--- src/rtl/serial_subtractor_pkg.sv ---
// Shared arithmetic definitions for the serial subtractor: FSM encodings and
// the bit-counter width helper.
package serial_subtractor_pkg;
  localparam logic [1:0] ST_IDLE = 2'd0;
  localparam logic [1:0] ST_BUSY = 2'd1;
  localparam logic [1:0] ST_DONE = 2'd2;

  function automatic int cnt_w(input int n);
    return (n < 2) ? 1 : $clog2(n);
  endfunction
endpackage

--- src/rtl/serial_subtractor_if.sv ---
// Request/response bundle of the serial subtractor; master drives operands,
// slave returns status and result.
interface serial_subtractor_if #(parameter int N = 8);
  logic         start;
  logic [N-1:0] a;
  logic [N-1:0] b;
  logic         bin;
  logic         busy;
  logic         done;
  logic [N-1:0] diff;
  logic         bout;
  logic         zero;
  logic         ovf;

  modport master (output start, a, b, bin,
                  input  busy, done, diff, bout, zero, ovf);
  modport slave  (input  start, a, b, bin,
                  output busy, done, diff, bout, zero, ovf);
endinterface

--- src/rtl/serial_subtractor_full_subtractor.sv ---
// 1-bit full subtractor cell: diff = a - b - bin, bout set on underflow.
module full_subtractor (
  input  logic a,
  input  logic b,
  input  logic bin,
  output logic diff,
  output logic bout
);
  assign diff = a ^ b ^ bin;
  assign bout = (~a & b) | (~(a ^ b) & bin);
endmodule

--- src/rtl/serial_subtractor.sv ---
// Bit-serial N-bit subtractor: one reused full-subtractor cell, LSB first,
// borrow carried in a flop between cycles.
module serial_subtractor
  import serial_subtractor_pkg::*;
#(
  parameter int N = 8
) (
  input logic               clk,
  input logic               rst,
  serial_subtractor_if.slave bus
);
  localparam int CW = cnt_w(N);

  logic [1:0]    state;
  logic [N-1:0]  a_sh, b_sh, res_sh;
  logic          a_msb, b_msb;
  logic          br;
  logic [CW-1:0] cnt;
  logic          d, br_nxt;
  logic [N-1:0]  res_nxt;

  logic          busy_r, done_r, bout_r, zero_r, ovf_r;
  logic [N-1:0]  diff_r;

  full_subtractor u_fs (
    .a    (a_sh[0]),
    .b    (b_sh[0]),
    .bin  (br),
    .diff (d),
    .bout (br_nxt)
  );

  // Result fills from the MSB end so the LSB lands in bit 0 after N shifts.
  assign res_nxt = {d, res_sh[N-1:1]};

  always_ff @(posedge clk) begin
    if (rst) begin
      state  <= ST_IDLE;
      a_sh   <= '0;
      b_sh   <= '0;
      res_sh <= '0;
      a_msb  <= 1'b0;
      b_msb  <= 1'b0;
      br     <= 1'b0;
      cnt    <= '0;
      busy_r <= 1'b0;
      done_r <= 1'b0;
      diff_r <= '0;
      bout_r <= 1'b0;
      zero_r <= 1'b0;
      ovf_r  <= 1'b0;
    end else begin
      case (state)
        ST_IDLE: begin
          done_r <= 1'b0;
          if (bus.start) begin
            a_sh   <= bus.a;
            b_sh   <= bus.b;
            a_msb  <= bus.a[N-1];
            b_msb  <= bus.b[N-1];
            br     <= bus.bin;
            res_sh <= '0;
            cnt    <= '0;
            busy_r <= 1'b1;
            state  <= ST_BUSY;
          end
        end
        ST_BUSY: begin
          a_sh   <= a_sh >> 1;
          b_sh   <= b_sh >> 1;
          res_sh <= res_nxt;
          br     <= br_nxt;
          cnt    <= cnt + CW'(1);
          if (cnt == CW'(N - 1)) begin
            diff_r <= res_nxt;
            bout_r <= br_nxt;
            zero_r <= (res_nxt == '0);
            ovf_r  <= (a_msb != b_msb) && (res_nxt[N-1] != a_msb);
            busy_r <= 1'b0;
            done_r <= 1'b1;
            state  <= ST_DONE;
          end
        end
        // start is deliberately not looked at here; the next IDLE cycle takes it.
        ST_DONE: begin
          done_r <= 1'b0;
          state  <= ST_IDLE;
        end
        default: state <= ST_IDLE;
      endcase
    end
  end

  assign bus.busy = busy_r;
  assign bus.done = done_r;
  assign bus.diff = diff_r;
  assign bus.bout = bout_r;
  assign bus.zero = zero_r;
  assign bus.ovf  = ovf_r;
endmodule

--- src/flat_wrapper.sv ---
// flat-port wrapper written by rule: the top's interface ports become plain ports
module serial_subtractor_flat import serial_subtractor_pkg::*;
#(
  parameter int N = 8
)
  (clk, rst, bus_start, bus_a, bus_b, bus_bin, bus_busy, bus_done, bus_diff, bus_bout, bus_zero, bus_ovf);
  serial_subtractor_if #(.N(N)) bus_i ();
  input logic clk;
  input logic rst;
  input wire logic [$bits(bus_i.start)-1:0] bus_start;
  input wire logic [$bits(bus_i.a)-1:0] bus_a;
  input wire logic [$bits(bus_i.b)-1:0] bus_b;
  input wire logic [$bits(bus_i.bin)-1:0] bus_bin;
  output wire logic [$bits(bus_i.busy)-1:0] bus_busy;
  output wire logic [$bits(bus_i.done)-1:0] bus_done;
  output wire logic [$bits(bus_i.diff)-1:0] bus_diff;
  output wire logic [$bits(bus_i.bout)-1:0] bus_bout;
  output wire logic [$bits(bus_i.zero)-1:0] bus_zero;
  output wire logic [$bits(bus_i.ovf)-1:0] bus_ovf;
  assign bus_i.start = bus_start;
  assign bus_i.a = bus_a;
  assign bus_i.b = bus_b;
  assign bus_i.bin = bus_bin;
  assign bus_busy = bus_i.busy;
  assign bus_done = bus_i.done;
  assign bus_diff = bus_i.diff;
  assign bus_bout = bus_i.bout;
  assign bus_zero = bus_i.zero;
  assign bus_ovf = bus_i.ovf;
  serial_subtractor #(.N(N)) u_core (.clk(clk), .rst(rst), .bus(bus_i));
endmodule
--- config.mk ---
export PLATFORM = sky130hd
export DESIGN_NAME = serial_subtractor_flat
export DESIGN_NICKNAME = d
export VERILOG_FILES = /design/src/rtl/serial_subtractor_pkg.sv /design/src/rtl/serial_subtractor_if.sv /design/src/rtl/serial_subtractor_full_subtractor.sv /design/src/rtl/serial_subtractor.sv /design/src/flat_wrapper.sv
export SDC_FILE = /design/constraint.sdc
export NUM_CORES = 1
export LEC_CHECK = 0
export CORE_MARGIN = 1
export CORE_UTILIZATION = 52
export DETAILED_ROUTE_END_ITERATION = 10
export GPL_TIMING_DRIVEN = 0
export PLACE_DENSITY_LB_ADDON = 0.05
export SLEW_MARGIN = 10
export SYNTH_ARGS = -nofsm -noshare
export SYNTH_HDL_FRONTEND = slang
export SYNTH_SLANG_ARGS = --single-unit
--- constraint.sdc ---
create_clock -name clk -period 2.6 [get_ports clk]
set_clock_uncertainty 0.2 [all_clocks]
set_input_delay 0.52 -clock clk [delete_from_list [all_inputs] [get_ports clk]]
set_output_delay 0.52 -clock clk [all_outputs]
set_load 0.01 [all_outputs]
==> results.md <==
- Status: finished clean
- Area Growth Syn to Fin: 22.80%
- Worst setup path startpoint: u_core.bus.busy
- Final WL: about 4000 um
- Slew at the pin closest to its max-slew limit: about 0.64 ns
- Non-Filler Instances: between 200 and 300
- Via Count: between 1,500 and 2,000
- # clock sinks: 44
- Max Cap Viol: 0
- Setup Slack @ Placement: slightly below 0.4 ns
- Critical path's slowest cell: clkdlybuf4s50_1
- Post-CTS sizing: 0
- CTS tree: yes
- Mapped Nets: between 200 and 250
- WS Path Type: register to output pin
- GR Overflow Total: 0
- Average wire per cell in the routed design: ~13 um
- Worst Setup Start Kind: register
- Fmax: slightly above 500 MHz
- CTS H-Tree Depth: 2
- Ys Warns: 0
- Drt drc: 0
- DRT Pass-1 Iters: 4
- VDD IR max: 0.3581 mV
- Commonest non-fill, non-tap cell in the layout: dfxtp_1
- Buf/Inv on CP: 1
- Clock Tree Buf Depth: 2
- Fin crit period: a little under 2 ns
- Leak: approximately 0.86 nW
- Crit end category: output pin
- CTS Hold Buffers Added: 0
- Post-CTS Setup Bufs: 0
- Final Setup Violations: 0
- Routability cong.: approximately 0.76
- Share of layout cells above drive strength 1: 0.1573
- Num CTS Buffers: 5
- WP data required: approximately 1.9 ns
- Starting Density: 0.5575
- Sequential share of the synthesized area: 0.4625
- Cells along the critical path: clkdlybuf4s50_1
- Vias in the first global route: about 1,500
- IO Count: 33
- Crit-path max FO: 3
- Most frequent cells in the layout: 44 x dfxtp_1, 35 x nand2_1, 31 x clkdlybuf4s50_1
- Die area: 3908 um^2
- Mapped Cells: between 200 and 250
- Vias per cell: 5.412
- Root Buffer: clkbuf_4
- Final hold viol count: 0
- Number of buffers added on ports: 31
- Yosys cell types: 37
- PD cells: about 540 nW/um^2
- Total Routing Usage GR: 0.2259
- Kind of cell adding the most delay to the critical path: buffers and inverters
- RSZ-0062 raised after global routing: no
- Mapped cell area: approximately 1900 um^2
- CP arrival: 1.27 ns
- Final period util: 0.7642
- Die Width: about 63 um
- Slew headroom: 0.5700
- Initial antenna violation count: 0
- Fill cells: 286
- Vert. Die Dim: between 60 and 70 um
- Hpwl dp: around 3000 um
- Cell total after placement: ~290
- Worst hold path type: primary input to register
- DR iter-0 viols: 115
- Final ANT Viol Nets: 0
- Post-Syn Area per Cell: 9.112 um^2
- PnR worst setup slack: about 0.6 ns
- Max-slew violation count: 0
- Clock-pin slew on the worst setup and hold paths: approximately 0.13 ns
- Latest clock arrival within the worst-skew pair: 0.36 ns
- Core Region: 3416 um^2
- Fin Setup TNS: 0 ns
- Reg2Reg Launch Point: u_core.b_sh[0]
- Std-Cell Rows: 21
- N_diodes: 0
- FF+latch count, synth: 44
- Hold_ws: 0.2282 ns
- Largest stage delay, worst path: around 0.54 ns
- Power Total: approximately 1.3 mW
- Pin count of the biggest net entering global routing: 15
- First-pass GRT wire length: just under 7000 um
- Min-delay src: rst
- Fin nets: 271
-- flip-flops by register name, indices dropped and copies added, names as in the netlist --
name             count
u_core.res_sh        7
u_core.bus.zero      1
u_core.b_sh          8
u_core.bus.diff      8
u_core.a_msb         1
u_core.bus.done      1
u_core.br            1
u_core.state         2
u_core.cnt           3
u_core.a_sh          8
u_core.bus.busy      1
u_core.bus.ovf       1
u_core.b_msb         1
u_core.bus.bout      1
-- cell type report --
type	instances	area [um^2]	share of cell area
tap	46	57.56	0.02461
timing repair buffer	31	310.3	0.1327
inverter	4	15.01	0.006421
sequential	44	880.8	0.3767
multi-input combinational	146	903.4	0.3863
clock buffer	6	51.30	0.02194
buffer	15	105.1	0.04494
clock inverter	2	15.01	0.006421
-- logic make-up (layout without fill, tap and decap cells) --
logic type,after synthesis,in the layout,share of synthesized area
mux,2,2,0.01051
simple gates,79,79,0.1912
buf+inv,19,58,0.06307
fa+ha+maj,4,4,0.03023
flops,44,44,0.4625
compound gates,61,61,0.2424
-- per-layer routing --
| metal | global-route usage | part of all wire |
|---|---|---|
| met3 | 0.03467 | 0.038 |
| met2 | 0.3804 | 0.47 |
| met1 | 0.2823 | 0.47 |
| met5 | 0 | 0 |
| met4 | 0.1047 | 0.020 |
-- power by group --
group | switching (mW) | internal (mW) | total [mW]
clock network | 0.229 | 0.131 | 0.360
logic | 0.0977 | 0.0898 | 0.187
registers | 0.0189 | 0.704 | 0.723
total | 0.346 | 0.925 | 1.27
-- synthesized netlist by cell type, drive strengths merged --
| master | instances | area share |
|---|---|---|
| a211oi | 15 | 0.083 |
| a21oi | 26 | 0.072 |
| a221oi | 2 | 0.0092 |
| a22oi | 9 | 0.035 |
| a311oi | 2 | 0.012 |
| and2b | 1 | 0.0039 |
| and3b | 1 | 0.0053 |
| buf | 12 | 0.049 |
| clkbuf | 3 | 0.0059 |
| dfxtp | 44 | 0.46 |
| fa | 1 | 0.011 |
| ha | 3 | 0.020 |
| inv | 4 | 0.0079 |
| mux2i | 2 | 0.011 |
| nand2 | 35 | 0.069 |
| nand2b | 2 | 0.0079 |
| nand3 | 1 | 0.0053 |
| nand3b | 2 | 0.0079 |
| nor2 | 27 | 0.053 |
| nor2b | 3 | 0.0099 |
| nor3b | 3 | 0.014 |
| nor4 | 2 | 0.0066 |
| o21ai | 2 | 0.0053 |
| o21ba | 1 | 0.0085 |
| o21bai | 2 | 0.0099 |
| o22ai | 2 | 0.0066 |
| or2 | 1 | 0.0033 |
| or3b | 1 | 0.0046 |
-- worst paths after layout --
check	to	slack [ns]	cells after the start
worst max-delay path	bus_busy	0.61	1
worst min register to register	u_core.bus.diff[0]	0.26	2
worst max register to register	u_core.bus.ovf	0.63	4
worst min-delay path	u_core.bus.ovf	0.23	2
-- through the flow --
step	instance area, um^2	utilization
after floorplan	1904	-
after global placement	2272	0.6652
after detailed placement	2272	0.6652
after CTS	2338	0.6846
after global routing	2338	0.6846
final	2338	0.6846
(Power assumes the default switching activity.)
